### src/rtl/instr_queue_sched.sv
// instr_queue_sched -- front-end instruction queue controller.
//
// Purpose:
//   Decides each cycle how many uops the instruction queue may accept from
//   decode and how many it may dispatch to rename. It keeps a shadow
//   occupancy so the queue never overflows or underflows. Dispatch is
//   throttled by downstream reservation-station credits. On a redirect the
//   controller runs a one-cycle FLUSH followed by RECOVER_CYCLES cycles of
//   RECOVER, during which enq and deq are blocked.
//
// Ports:
//   clk_in         clock
//   rst_in         synchronous, active-high reset
//   redirect_in    mispredict/exception redirect (requests a flush)
//   fe_valid_in    decode offers a uop group
//   fe_count_in    number of uops offered (1..Q_WIDTH when valid)
//   fe_ready_out   group accepted this cycle (all-or-nothing)
//   credit_ret_in  downstream slots freed this cycle
//   q_enq_out      queue enqueue count
//   q_deq_out      queue dequeue count / dispatch count to rename
//   q_flush_out    queue flush
//   occ_out        shadow occupancy
//   credits_out    current dispatch credits
//   state_out      0=RUN, 1=FLUSH, 2=RECOVER
//   stall_cnt_out  credit-stall cycle counter (zero unless enabled)
//
// Optional feature macro: INSTR_Q_SCHED_STALL_CNT_EN
//   Defined   : stall_cnt_out is a 32-bit saturating count of RUN cycles with
//               a non-empty queue and no credits.
//   Undefined : stall_cnt_out is tied to zero.

package uop_pkg;
  localparam int INSTR_Q_DEPTH = 32;
  localparam int INSTR_Q_WIDTH = 4;
endpackage

module instr_queue_sched #(
  parameter int Q_DEPTH        = uop_pkg::INSTR_Q_DEPTH,
  parameter int Q_WIDTH        = uop_pkg::INSTR_Q_WIDTH,
  parameter int CREDITS        = 16,
  parameter int RECOVER_CYCLES = 2,
  localparam int CW = $clog2(Q_WIDTH + 1),
  localparam int OW = $clog2(Q_DEPTH + 1),
  localparam int KW = $clog2(CREDITS + 1)
) (
  input  logic          clk_in,
  input  logic          rst_in,
  input  logic          redirect_in,
  input  logic          fe_valid_in,
  input  logic [CW-1:0] fe_count_in,
  output logic          fe_ready_out,
  input  logic [CW-1:0] credit_ret_in,
  output logic [CW-1:0] q_enq_out,
  output logic [CW-1:0] q_deq_out,
  output logic          q_flush_out,
  output logic [OW-1:0] occ_out,
  output logic [KW-1:0] credits_out,
  output logic [1:0]    state_out,
  output logic [31:0]   stall_cnt_out
);

  localparam int RW = $clog2(RECOVER_CYCLES + 1);

  typedef enum logic [1:0] {
    ST_RUN     = 2'd0,
    ST_FLUSH   = 2'd1,
    ST_RECOVER = 2'd2,
    ST_ILLEGAL = 2'd3
  } state_t;

  state_t        state_reg, state_next;
  logic [OW-1:0] occ_reg, occ_next;
  logic [KW-1:0] credits_reg, credits_next;
  logic [RW-1:0] rcnt_reg, rcnt_next;

  // Wide intermediates so no arithmetic step can wrap.
  logic [31:0] free_space;
  logic [31:0] deq_avail;
  logic [31:0] occ_sum;
  logic [31:0] cred_sum;

  always_ff @(posedge clk_in) begin
    if (rst_in) begin
      state_reg   <= ST_RUN;
      occ_reg     <= '0;
      credits_reg <= KW'(CREDITS);
      rcnt_reg    <= '0;
    end else begin
      state_reg   <= state_next;
      occ_reg     <= occ_next;
      credits_reg <= credits_next;
      rcnt_reg    <= rcnt_next;
    end
  end

  always_comb begin
    state_next   = state_reg;
    rcnt_next    = rcnt_reg;
    fe_ready_out = 1'b0;
    q_enq_out    = '0;
    q_deq_out    = '0;
    q_flush_out  = 1'b0;

    // Free space uses registered occupancy only: a same-cycle dequeue does
    // not make room for a same-cycle enqueue.
    free_space = 32'(Q_DEPTH) - 32'(occ_reg);

    // Dispatch limit = min(occupancy, width, credits).
    deq_avail = 32'(occ_reg);
    if (32'(Q_WIDTH) < deq_avail) deq_avail = 32'(Q_WIDTH);
    if (32'(credits_reg) < deq_avail) deq_avail = 32'(credits_reg);

    case (state_reg)
      ST_RUN: begin
        if (redirect_in) begin
          state_next = ST_FLUSH;
        end else begin
          fe_ready_out = fe_valid_in && (32'(fe_count_in) <= free_space);
          q_enq_out    = fe_ready_out ? fe_count_in : '0;
          q_deq_out    = deq_avail[CW-1:0];
        end
      end
      ST_FLUSH: begin
        q_flush_out = 1'b1;
        rcnt_next   = RW'(RECOVER_CYCLES);
        state_next  = redirect_in ? ST_FLUSH : ST_RECOVER;
      end
      ST_RECOVER: begin
        if (redirect_in) begin
          state_next = ST_FLUSH;
        end else begin
          if (rcnt_reg <= RW'(1)) state_next = ST_RUN;
          if (rcnt_reg != '0) rcnt_next = rcnt_reg - RW'(1);
        end
      end
      default: begin
        // Unreachable encoding: block traffic and fall back to RUN.
        state_next = ST_RUN;
      end
    endcase

    occ_sum  = 32'(occ_reg) + 32'(q_enq_out) - 32'(q_deq_out);
    occ_next = (state_reg == ST_FLUSH) ? '0 : occ_sum[OW-1:0];

    // Credit returns are accepted in every state; flush leaves credits alone.
    cred_sum     = 32'(credits_reg) - 32'(q_deq_out) + 32'(credit_ret_in);
    credits_next = (cred_sum > 32'(CREDITS)) ? KW'(CREDITS) : cred_sum[KW-1:0];
  end

  assign occ_out     = occ_reg;
  assign credits_out = credits_reg;
  assign state_out   = state_reg;

`ifdef INSTR_Q_SCHED_STALL_CNT_EN
  logic [31:0] stall_cnt_reg;

  always_ff @(posedge clk_in) begin
    if (rst_in) begin
      stall_cnt_reg <= '0;
    end else if (state_reg == ST_RUN && occ_reg != '0 && credits_reg == '0 &&
                 stall_cnt_reg != 32'hFFFF_FFFF) begin
      stall_cnt_reg <= stall_cnt_reg + 32'd1;
    end
  end

  assign stall_cnt_out = stall_cnt_reg;
`else
  assign stall_cnt_out = '0;
`endif

endmodule

### config.mk
export PLATFORM = sky130hd
export DESIGN_NAME = instr_queue_sched
export DESIGN_NICKNAME = d
export VERILOG_FILES = /design/src/rtl/instr_queue_sched.sv
export SDC_FILE = /design/constraint.sdc
export NUM_CORES = 1
export LEC_CHECK = 0
export CAP_MARGIN = 20
export CORE_ASPECT_RATIO = 1.1
export CORE_UTILIZATION = 47
export DETAILED_ROUTE_END_ITERATION = 10
export GPL_TIMING_DRIVEN = 0
export PLACE_DENSITY = 0.82
export SYNTH_ARGS = -nofsm -noshare
export SYNTH_HDL_FRONTEND = slang
export SYNTH_SLANG_ARGS = --single-unit
### constraint.sdc
create_clock -name clk_in -period 6.2 [get_ports clk_in]
set_input_delay 0.93 -clock clk_in [delete_from_list [all_inputs] [get_ports clk_in]]
set_output_delay 0.93 -clock clk_in [all_outputs]
set_load 0.03 [all_outputs]
Word-level counts from Yosys, hierarchy flattened
Cells that the tools add are included.
{ "op_classes": {"n_addsub": 6, "order_cmp": 5, "n_eq_ne": 6, "mux": 18, "n_reduce_logical": 8} }
{ "ops": {"columns": ["cell", "count"], "rows": [
  ["greater-than comparator 32 x 5 -> 1 bit (second input constant)", 1],
  ["<= comparator 3 x 32 -> 1 bit", 1],
  ["2-to-1 mux 3 bit", 6],
  ["2-to-1 mux 2 bit", 6],
  ["adder 6 x 4 -> 7 bit", 1],
  ["subtractor 6 x 6 -> 7 bit (first input constant)", 1],
  ["adder 6 x 3 -> 6 bit", 1],
  ["< comparator 3 x 6 -> 1 bit (first input constant)", 1],
  ["< comparator 5 x 6 -> 1 bit", 1],
  ["2-to-1 mux 6 bit", 1],
  ["inequality test 2 bit (second input constant)", 3],
  ["case mux 2 bit (3 select lines)", 1],
  ["subtractor 5 x 3 -> 6 bit", 1],
  ["subtractor 6 x 3 -> 6 bit", 1],
  ["case mux 2 bit (2 select lines)", 1],
  ["nonzero test 2 bit", 2],
  ["OR reduction 2 bit", 2],
  ["2-to-1 mux 1 bit", 3],
  ["inequality test 3 bit (second input constant)", 1],
  ["AND reduction 3 bit", 1],
  ["== test 2 x 1 -> 1 bit (second input constant)", 1],
  ["== test 2 bit (second input constant)", 1],
  ["<= comparator 2 x 1 -> 1 bit (second input constant)", 1],
  ["zero test 2 bit", 1],
  ["other kinds (3)", 3]
]} }
{ "totals": {"register_bits": 15, "input_bits": 10, "out_inout_bits": 53, "wordCells": 47} }

Logic depth before layout (Yosys ltp)
{ "logic_depth": {"word_depth": 10, "ltp_mapped": 21, "mapped_depth_nobuf": 21} }

Worst setup path after synthesis
OpenSTA, ideal clock, no wires.
{ "synth_timing": {"path_kind": "register to register", "start": "register occ_reg[0], in the netlist occ_out[0]", "end": "register credits_reg[4], in the netlist credits_out[4]", "setup_time_ns": 0.127, "t_arrival_ns": 4.976, "required_time_ns": 6.073, "slack_ns": 1.097, "stages_incl_launch_ff": 22, "n_path_buf": 0, "period_less_slack_ns": 5.103, "path_cell_list": "dfxtp_1 -> inv_1 -> ha_1 -> inv_1 -> a21oi_1 -> nand2_1 -> ha_1 -> o2111a_1 -> a211oi_1 -> a311o_1 -> mux2_2 -> nor2_1 -> ha_1 -> inv_1 -> fa_1 -> xor2_1 -> ha_1 -> a21oi_1 -> a22oi_1 -> nand3_1 -> o21ai_0 -> or3_1"} }
{ "synth_between": {"elab_chain_cells": 10} }
{ "synth_rtl": {"columns": ["item", "line", "source"], "rows": [
  ["start, declared", "72", "logic [OW-1:0] occ_reg, occ_next;"],
  ["start signal, assigned", "90", "occ_reg <= occ_next;"],
  ["< comparator 3 x 6 -> 1 bit", "110", "if (32'(Q_WIDTH) < deq_avail) deq_avail = 32'(Q_WIDTH);"],
  ["2-to-1 mux 6 bit *", "110", null],
  ["< comparator 5 x 6 -> 1 bit", "111", "if (32'(credits_reg) < deq_avail) deq_avail = 32'(credits_reg);"],
  ["2-to-1 mux 3 bit *", "111", null],
  ["2-to-1 mux 3 bit *", "115", "if (redirect_in) begin"],
  ["2-to-1 mux 3 bit *", "113", "case (state_reg)"],
  ["net q_deq_out[0]", "54", "output logic [CW-1:0] q_deq_out,"],
  ["subtractor 5 x 3 -> 6 bit *", "146", "cred_sum = 32'(credits_reg) - 32'(q_deq_out) + 32'(credit_ret_in);"],
  ["adder 6 x 4 -> 7 bit *", "146", null],
  ["greater-than comparator 32 x 5 -> 1 bit", "147", "credits_next = (cred_sum > 32'(CREDITS)) ? KW'(CREDITS) : cred_sum[KW-1:0];"],
  ["OR reduction 2 bit (no source line)", null, null],
  ["end signal, assigned", "86", "credits_reg <= KW'(CREDITS);"],
  ["end signal, assigned", "91", "credits_reg <= credits_next;"],
  ["end, declared", "73", "logic [KW-1:0] credits_reg, credits_next;"]
]} }
The timed path passes the listed nets; every way through them passes the cells marked *.
A chain may end at the register's enable or synchronous reset.

Worst setup path in the final report
{ "layout_timing": {"start": "register occ_reg[0], in the netlist occ_out[0]", "end": "register credits_reg[4], in the netlist credits_out[4]"} }
{ "layout_between": {"elab_chain_cells": 10} }
{ "layout_rtl": {"columns": ["item", "line"], "rows": [
  ["< comparator 3 x 6 -> 1 bit", "110"],
  ["2-to-1 mux 6 bit *", "110"],
  ["< comparator 5 x 6 -> 1 bit", "111"],
  ["2-to-1 mux 3 bit *", "111"],
  ["2-to-1 mux 3 bit *", "115"],
  ["2-to-1 mux 3 bit *", "113"],
  ["subtractor 5 x 3 -> 6 bit *", "146"],
  ["adder 6 x 4 -> 7 bit *", "146"],
  ["greater-than comparator 32 x 5 -> 1 bit", "147"],
  ["OR reduction 2 bit (no source line)", null]
]} }
Every way passes the cells marked *; elsewhere a longest branch is shown, timed or not.

==> flow_summary.json <==
{
  "outcome": "completed",
  "holdCritPathClass": "register to register",
  "wl_met1_um": 1740,
  "tns_ps": 0,
  "yosys.area.top_type": "ha_1",
  "dpl.cell_count": 345,
  "wl_per_cell_um": 10.6,
  "final.period_utilization_pct": 82.6,
  "worst_slew_pin_slew_ps": 579,
  "hold_buffers": 0,
  "synth-warning-count": 0,
  "fin_cells": 349,
  "portBuffers": 30,
  "syn-cell-area_um2": 1880,
  "rows": 23,
  "areaGrowthSynthToFinish_pct": 28.0,
  "synth_common_cells": "inv_1 (33), buf_4 (32), ha_1 (25)",
  "end_kind": "register",
  "start_util_pct": 50.1,
  "ys.flop_type": "dfxtp_1",
  "drv_cap": 0,
  "yosysMostFrequentCell": "inv_1",
  "htree_num_levels": 1,
  "wl_met3_um": 197,
  "drive_above_1_share_pct": 15.7,
  "first_pass_iters": 4,
  "antennaDiodeCount": 0,
  "cp.required_ps": 6330,
  "cts_setup_buffers": 0,
  "overflow": 0,
  "clock-root-buffer": "clkbuf_8",
  "die_y_um": 68.3,
  "clock_latency_ps": 250,
  "synth_top_area_share_pct": 16.7,
  "synth.ff_latch_count": 15,
  "antenna_found_initial": 0,
  "hold_slack_ps": 521,
  "synth-async-reset-ratio_pct": 0,
  "route.top_layer_used": "met3",
  "synth_area_per_cell_um2": 8.02,
  "cts_made_buffers": 3,
  "rsz0062_at_grt": "false",
  "slew_headroom_pct": 61.1,
  "cp-start-kind": "register",
  "cp.arrival_ps": 5250,
  "vias": 1649,
  "grt_max_degree": 11,
  "utilization_pct": 64.1,
  "p_leak_nw": 1.16,
  "num_io_pins": 63,
  "finalHoldViolations": 0,
  "grt_usage_pct": 17.7,
  "ctsResizeCount": 0,
  "clock-sinks": 15,
  "viasPerCell": 4.72,
  "core_um2": 3740,
  "cts_buffer_depth": 2,
  "largest_reg_flops": 6,
  "dp_hpwl_um": 3130,
  "drcViolationCount": 0,
  "fp.dieArea_um2": 4250,
  "synth-edff-count": 0,
  "antenna_left": 0,
  "drv_slew": 0,
  "synth_cells": 234,
  "peakVddDrop_v": 0.000148,
  "cts.clk_slew.worst_paths_ps": 60,
  "fin_crit_ps": 5120,
  "synthDistinctLibCells": 50,
  "cts_tree": "built",
  "cp_max_fo": 6,
  "nFillCells": 341,
  "fin_nets": 340,
  "routed_wl_um": 3690,
  "fmax_mhz": 195,
  "routed-wl-met2_um": 1750,
  "setup.worst_path.class": "register to register",
  "grt_pass1_vias": 1409,
  "synth_area_leaders": "ha_1 (17%), dfxtp_1 (16%), buf_4 (13%)",
  "grt_pass1_wl_um": 6070,
  "drtIter0Drc": 48,
  "die_w_um": 62.2,
  "powerDensity_nw_per_um2": 375,
  "routabilityCongestion": 0.844,
  "fin_worst_skew_ps": 6.48,
  "synth_seq_area_share_pct": 16.0,
  "setup_viol_count_final": 0
}
## layout by cell type (no fill, tap or decap), drive strengths merged, types with 3 or more instances in the layout
master         count
conb              33
mux2i              3
xor2               4
fa                 5
inv               34
a21o               6
ha                25
clkdlybuf4s50     30
nand2              9
and3               4
a31oi              4
nand3              4
dfxtp             15
nor3               7
clkbuf             6
xnor2              5
nor2              15
or3                3
a211oi             5
o21ai              3
buf               33
a21oi             14
and2               6
## final timing paths
check / startpoint / depth (start not counted) / slack [ps] / end
worst max-delay path: occ_out[0] / 21 / 1080 / credits_out[4]
worst min-delay path: rcnt_reg[1] / 2 / 520 / rcnt_reg[1]
worst max register to register: occ_out[0] / 21 / 1080 / credits_out[4]
worst min register to register: rcnt_reg[1] / 2 / 520 / rcnt_reg[1]
## layer usage
| metal | up-vias | global-route usage, % |
|---|---|---|
| li1 | 861 | - |
| met1 | 735 | 21.8 |
| met2 | 53 | 32.8 |
| met3 | 0 | 2.33 |
| met4 | 0 | 5.23 |
| met5 | - | 0 |
## report_power, final
group	switching (mW)	total (mW)	leakage, nW	internal [mW]
clock network	0.0334	0.0789	0.0228	0.0455
logic	0.379	0.669	1.01	0.290
registers	0.0311	0.151	0.123	0.120
total	0.443	0.899	1.16	0.456
## area by class of cell
cell class / instances / area (um2) / area share, %
well taps: 50 / 62.6 / 2.61
plain buffers: 35 / 256 / 10.7
repair buffers: 30 / 300 / 12.5
multi-input cells: 181 / 1310 / 54.5
inverters: 34 / 128 / 5.32
clock buffers: 4 / 45.0 / 1.88
flip-flops and latches: 15 / 300 / 12.5
## metrics by stage
stage / cell area [um2] / setup slack, ps / total power, mW
after floorplan: 1990 / 1100 / 0.666
after global placement: 2350 / 1170 / 0.806
after detailed placement: 2350 / 1120 / 0.817
after CTS: 2400 / 1070 / 0.902
after global routing: 2400 / 633 / 0.980
final: 2400 / 1080 / 0.899
## worst max-delay path: stages (launching register included)
cell	delay (ps)
dfxtp_1	360
inv_1	130
ha_1	230
inv_1	80
a21oi_1	300
nand2_1	130
ha_1	280
o2111a_1	230
a211oi_1	210
a311o_1	240
mux2_2	360
nor2_1	190
ha_1	200
inv_1	50
fa_1	400
xor2_1	190
ha_1	360
a21oi_1	320
a22oi_1	170
nand3_1	130
o21ai_0	110
or3_1	310
## kinds of logic after synthesis
family | Yosys count | synth area share [%]
simple gates | 58 | 15.9
flops | 15 | 16.0
compound gates | 46 | 17.7
buf+inv | 69 | 20.5
mux | 5 | 2.80
xor+xnor | 9 | 4.60
other cells | 2 | 0.400
fa+ha+maj | 30 | 22.0
(Power assumes the default switching activity.)
